[config.mk]
export PLATFORM = sky130hd
export DESIGN_NAME = serial_add_ctrl
export DESIGN_NICKNAME = d
export VERILOG_FILES = /design/src/rtl/serial_add_ctrl.sv
export SDC_FILE = /design/constraint.sdc
export NUM_CORES = 1
export LEC_CHECK = 0
export BUFFER_PORTS_ARGS = -buffer_cell sky130_fd_sc_hd__clkbuf_2
export CORE_AREA = 2 2 52 79
export DETAILED_ROUTE_END_ITERATION = 10
export DIE_AREA = 0 0 54 81
export GPL_ROUTABILITY_DRIVEN = 1
export SYNTH_ARGS = -nofsm -noshare
export SYNTH_HDL_FRONTEND = slang
export SYNTH_HIERARCHICAL = 1
export SYNTH_SLANG_ARGS = --single-unit
[constraint.sdc]
create_clock -name clk -period 4.1 [get_ports clk]
set_input_delay 0.41 -clock clk [delete_from_list [all_inputs] [get_ports clk]]
set_output_delay 0.41 -clock clk [all_outputs]
set_load 0.01 [all_outputs]
[src/rtl/serial_add_ctrl.sv]
// Bit-serial adder: one full_adder time-shared over WIDTH cycles, LSB first, with valid/ready in and out.
// Optional subtract mode is compiled in with `define SERIAL_ADD_SUB_EN (adds the 'sub' input).

module full_adder (
  input  logic a,
  input  logic b,
  input  logic cin,
  output logic sum,
  output logic carry
);
  assign sum   = a ^ b ^ cin;
  assign carry = (a & b) | (cin & (a ^ b));
endmodule

module serial_add_ctrl #(
  parameter int WIDTH = 8
) (
  input  logic             clk,
  input  logic             rst,
  input  logic             in_valid,
  output logic             in_ready,
  input  logic [WIDTH-1:0] a_in,
  input  logic [WIDTH-1:0] b_in,
  input  logic             c_in,
`ifdef SERIAL_ADD_SUB_EN
  input  logic             sub,
`endif
  output logic             out_valid,
  input  logic             out_ready,
  output logic [WIDTH-1:0] sum,
  output logic             carry
);
  localparam int CW = $clog2(WIDTH);

  typedef enum logic [1:0] {IDLE = 2'd0, RUN = 2'd1, DONE = 2'd2} state_t;

  state_t           state_q, state_d;
  logic [CW-1:0]    cnt_q;
  logic [WIDTH-1:0] a_sh, b_sh;
  logic             carry_q;
  logic             fa_b, fa_s, fa_c;
  logic             accept, last_bit, out_fire;

  // Handshakes: a transfer happens on a rising edge where valid && ready are both high.
  // in_ready is high only in IDLE; out_valid is high only in DONE, and the result is held until out_ready.
  assign accept   = in_valid && in_ready;
  assign out_fire = out_valid && out_ready;
  assign last_bit = (state_q == RUN) && (cnt_q == CW'(WIDTH - 1));

`ifdef SERIAL_ADD_SUB_EN
  logic sub_q;
  assign fa_b = b_sh[0] ^ sub_q;
`else
  assign fa_b = b_sh[0];
`endif

  full_adder u_fa (a_sh[0], fa_b, carry_q, fa_s, fa_c);

  always_ff @(posedge clk) begin
    if (rst) state_q <= IDLE;
    else     state_q <= state_d;
  end

  always_comb begin
    state_d = state_q;
    case (state_q)
      IDLE:    if (accept)   state_d = RUN;
      RUN:     if (last_bit) state_d = DONE;
      DONE:    if (out_fire) state_d = IDLE;
      default: state_d = IDLE;
    endcase
  end

  always_comb begin
    in_ready  = (state_q == IDLE);
    out_valid = (state_q == DONE);
  end

  always_ff @(posedge clk) begin
    if (rst) begin
      a_sh    <= '0;
      b_sh    <= '0;
      carry_q <= 1'b0;
      cnt_q   <= '0;
      sum     <= '0;
      carry   <= 1'b0;
`ifdef SERIAL_ADD_SUB_EN
      sub_q   <= 1'b0;
`endif
    end else if (accept) begin
      a_sh    <= a_in;
      b_sh    <= b_in;
      cnt_q   <= '0;
      sum     <= '0;
`ifdef SERIAL_ADD_SUB_EN
      sub_q   <= sub;
      carry_q <= sub ? 1'b1 : c_in;
`else
      carry_q <= c_in;
`endif
    end else if (state_q == RUN) begin
      // Sum enters from the MSB so bit 0 lands at the LSB after WIDTH shifts.
      sum     <= {fa_s, sum[WIDTH-1:1]};
      carry_q <= fa_c;
      a_sh    <= a_sh >> 1;
      b_sh    <= b_sh >> 1;
      if (last_bit) begin
        cnt_q <= '0;
        carry <= fa_c;
      end else begin
        cnt_q <= cnt_q + CW'(1);
      end
    end
  end
endmodule

Word-level counts from Yosys, hierarchy flattened
Cells that the tools add are included.

Bits in registers: 31. Bits in latches: 0. Memory bits (writable): 0. Bits in read-only memories: 0. Input port bits: 21. Output and inout port bits: 11. Word-level logic and storage cells: 39. Memories kept: 0.

Add/sub/neg operators: 1. Multiply operators: 0. Div/mod/pow operators: 0. Order comparisons: 0. Equality and inequality tests: 6. Shifts and indexed selects: 0. Muxes and demuxes: 11. Bitwise operators: 6. Reduce and logical (&&, ||, !) cells: 8.

Operator list (count): 8-bit two-way mux (4); 2-bit two-way mux (3); 2-bit one-hot mux with 3 select lines (1); 3-bit AND reduction (2); 2-bit by 1-bit inequality test with 1-bit output, second input constant (2); 3-bit by 1-bit adder with 3-bit output, second input constant (1); 3-bit equality test, second input constant (1); 1-bit logical AND (3); 3-bit two-way mux (1); 1-bit AND (2); 2-bit by 1-bit equality test with 1-bit output, second input constant (1); 2-bit equality test, second input constant (1); 2-bit logical NOT (1); 1-bit two-way mux (2); 2-bit inequality test, second input constant (1); 2-bit nonzero test (1); 2-bit OR reduction (1); 1-bit bitwise XOR (2); 1-bit inverter (1); 1-bit OR (1).

Logic depth before layout (Yosys ltp)
Depth after elaboration: 5. Mapped depth: 6. Mapped depth without buffers: 5.

Cells and area by module
Netlist, hierarchy kept.

By module, submodules not included: serial_add_ctrl (times used 1, cells each 160, area an instance 1300.0 sq um, sequential area each 620.6 sq um); full_adder (times used 1, cells each 1, area an instance 20.0 sq um, sequential area each 0.0 sq um).

Worst setup path before layout
No wires, ideal clock.

Path type: reg-to-reg. From: register state_q[0]. To: register a_sh[1]. Library setup time: 134 ps. Arrival: 1164 ps. Required time: 3966 ps. Path slack: 2802 ps. Stages on the path, launching flop included: 7. Buffers on the path: 3. Period minus slack after synthesis: 1298 ps. Path through: dfxtp_1 buf_2 or3b_1 buf_2 buf_6 nor2_1 a211oi_1.

Longest elaborated chain between the ends: 3. Elaborated cells on any way between the ends: 5. Classes of those cells: eq/ne: 1; mux: 1; reduce/logical: 3.

RTL lines: start, declared (line 37) `state_t state_q, state_d;`; start signal, assigned (line 61) `else state_q <= state_d;`; 2-bit logical NOT (line 75) `in_ready = (state_q == IDLE);`; 1-bit logical AND (line 46) `assign accept = in_valid && in_ready;`; 8-bit two-way mux / 2-bit nonzero test (equally long branches); end signal, assigned (line 91) `a_sh <= a_in;`; end signal, assigned (line 105) `a_sh <= a_sh >> 1;`; end, declared (line 39) `logic [WIDTH-1:0] a_sh, b_sh;`.

Several ways; a longest one is shown, not always the timed one. A chain may end at the register's enable or synchronous reset.

Worst setup path in the final report
From: register state_q[0]. To: register cnt_q[0].

Longest elaborated chain between the ends: 3. Elaborated cells on any way between the ends: 6. Classes of those cells: eq/ne: 1; mux: 1; reduce/logical: 4.

RTL lines: 2-bit by 1-bit equality test with 1-bit output / 2-bit logical NOT (equally long branches) (line 48, 101, 75); 1-bit logical AND, on equally long branches (line 48, 46); 3-bit two-way mux / 2-bit OR reduction (equally long branches); end signal, assigned (line 111) `cnt_q <= cnt_q + CW'(1);`; end, declared (line 38) `logic [CW-1:0] cnt_q;`.

Several ways; a longest one is shown, not always the timed one.

==> run summary <==
In this run the core area contains 28 standard-cell rows. Measured against its own limit, the worst slew margin works out to 38.07%. The power density over cell area came out at 410.7 mW/mm².

The analysis attributes to cell leakage a power of 0.6097 nW. The logs give 0 for the number of post-CTS setup repair buffers and 233 for the number of cells in the finished layout apart from fillers. STA classifies the critical path startpoint as a register.

The die is 54 µm wide. The logs give 23 for the unique cell type count in the Yosys netlist and 0.001320 mm² for the post-synth design cell area. For the number of antenna violations at the first check in global routing, the log shows 0. Summed over all nets, the half-perimeter wirelength after detailed placement is 1.841 mm. Proportion of register bits with asynchronous set or reset after synthesis: 0%. Clock skew on the completed layout was measured at 0.007521 ns. Setup repair after global routing left no endpoint under its margin. Port buffering added 31 buffers. Clock-pin slew was measured on the worst setup and hold paths at 0.07 ns. For this run, the register share of the synthesized area comes to 47.01%. The worst path uses 42.93% of the clock period. The area growth from synthesis to layout works out to 16.78%. The count of TritonRoute iterations in the first routing pass is 4, and the sum of routed wire length over all layers is 2.770 mm.

The flow ran to the end, and the final reports show no timing, DRC or antenna violations. Dominant synthesized flop cell: sky130_fd_sc_hd__dfxtp_1. Clock latency on the worst-skew pair, taken at its later pin, is 0.28 ns.

The diode insertion count for antenna repair is 0. Subtracting the final worst setup slack from the clock period gives 1.760 ns. The post-route netlist has 20.74% of its cells at a drive strength greater than 1. The synthesized area per cell was 8.199 µm². Leaving out fill and tap cells, the most frequent cells in the layout are sky130_fd_sc_hd__nand2_1 (35), sky130_fd_sc_hd__dfxtp_1 (31), sky130_fd_sc_hd__clkbuf_2 (31), sky130_fd_sc_hd__a21oi_1 (27), sky130_fd_sc_hd__nor2_1 (17). The total area inside the core boundary comes to 0.003784 mm². The worst ir drop on vdd came out at 0.2611 mV.

The run gives 1187 as the count of vias placed by the detailed router. The final estimated routing congestion in global placement is 0.8074, and the number of global-route vias before repair is 1156. For this run, the number of Yosys warnings is 6. Including well taps, the total number of placed cells is 225. The number of top-level pins was 32.

In this run the deepest clock path goes through 2 buffers. For the post-detailed-route DRC marker count, the log shows 0. STA classifies the critical path endpoint as a register. The synthesized design contains 0 enable-type register cells. The number of failing hold endpoints at the final stage was 0; the area of the die was 0.004374 mm². The largest fanout on the critical path works out to 27. The commonest non-fill, non-tap cell in the layout is sky130_fd_sc_hd__nand2_1.

The logs give 0 for the count of hold buffers inserted by post-cts repair and 0 ns for the final setup TNS. The required time at the worst-slack endpoint came out at 4.31 ns. The number of clock buffers inserted by TritonCTS was 5; the synthesized netlist net count was 185.

TritonCTS built the clock tree. In this run the number of H-tree levels came out at 2. The starting density of the core was 34.89%; the cell count after synthesis was 161. The number of maximum-capacitance constraint violations came out at 0.

After clock tree synthesis, the repair step resized 0 gates. Total of flip-flops plus latches after synthesis: 31. For the total number of clock tree sinks, the log shows 31.

The worst hold path class was in2reg. Static timing analysis puts the maximum clock frequency at 568.1 MHz. The run gives 4.871 mm as the first-pass GRT wire length. Root cell of the clock tree: sky130_fd_sc_hd__clkbuf_8.

The vertical die dimension was 81 µm. Using the TritonRoute via totals, the vias-per-cell ratio works out to 5.094. Cells fill 40.74% of the core in the end. Slew at the pin with the worst max-slew slack: 0.9290 ns.

Data on the critical path arrives at its endpoint at 1.97 ns. The worst setup path is of the reg2reg kind. For this run, the total global-route usage over all layers was measured as 15.31%.

The detail route stage leaves a number of antenna-violating nets equal to 0. Detailed-route wire length per cell: 11.89 µm. The detailed router finished its first iteration with 24 violations. The number of slew-limit violations in the final report came out at 0.

The total of endpoints with negative setup slack in the final report is 0, and the final net count is 211. The run gives 28 as the maximum number of pins on one net before global-route repair. The final global-route overflow total is 0.
## through the flow
step | area, µm² | hold slack [ns] | setup slack [ns] | total power [mW]
6_report | 1541 | 0.3502 | 2.340 | 0.6331
4_1_cts | 1541 | 0.3393 | 2.340 | 0.6412
2_1_floorplan | 1320 | 0.4354 | 2.802 | 0.3939
3_3_place_gp | 1460 | 0.4441 | 2.325 | 0.4117
3_5_place_dp | 1460 | 0.4504 | 2.312 | 0.4114
5_1_grt | 1541 | 0.3647 | 2.111 | 0.6677
## cells in the mapped netlist, drive strengths merged (2+ instances only)
cell type	number	area share [%]
a211oi	15	8.5
a21oi	27	10
buf	10	4.8
clkbuf	2	0.57
dfxtp	31	47
ha	2	1.9
inv	2	0.57
nand2	35	10
nand2b	4	1.9
nand3	3	1.1
nand3b	2	1.1
nor2	17	4.8
o22ai	3	1.4
## cells by family (layout without fill, tap and decap cells)
group                    count (synthesis)  in the layout  synth area share, %
AND/OR/NAND/NOR                         66             66                22.09
flip-flops                              31             31                47.01
AO/OA/AOI/OAI                           47             47                21.52
adder cells (fa/ha/maj)                  3              3                3.412
buffers and inverters                   14             41                5.972
## registers in the layout (all words and copies together) (netlist names)
signal,flops
b_sh,8
sum,8
state_q,2
a_sh,8
cnt_q,3
carry,1
carry_q,1
## final cells by class
cell class | instances | area, µm²
fillers | 398 | 2242
flip-flops and latches | 31 | 620.6
multi-input cells | 116 | 620.6
repair buffers | 31 | 155.1
clock buffers | 7 | 76.32
well taps | 45 | 56.30
inverters | 2 | 7.507
clock inverters | 1 | 5.005
## worst max-delay path: stages, from the launching register on
cell	delay, ns
sky130_fd_sc_hd__dfxtp_1	0.49
sky130_fd_sc_hd__nand2b_1	0.55
sky130_fd_sc_hd__or3_1	0.52
sky130_fd_sc_hd__a21oi_1	0.13
## report_power, final
part	internal (mW)	switching, mW
clock	0.119	0.110
sequential	0.319	0.0114
combinational	0.0298	0.0443
## routing by layer
| layer | track usage (%) | vias up | share of wire [%] |
|---|---|---|---|
| met3 | 5.699 | 7 | 6.0 |
| met1 | 15.79 | 548 | 44 |
| li1 | - | 599 | - |
| met5 | 0 | - | 0 |
| met4 | 7.500 | 0 | 2.6 |
| met2 | 26.34 | 33 | 47 |
## worst paths after layout
path / from / endpoint / slack, ns / cells after the start
max: state_q[0] / cnt_q[0] / 2.34 / 3
min: b_in[7] / b_sh[7] / 0.35 / 3
min reg2reg: b_sh[4] / b_sh[3] / 0.45 / 2
max reg2reg: state_q[0] / cnt_q[0] / 2.34 / 3
Note: power is estimated with default switching activity, not from simulation.
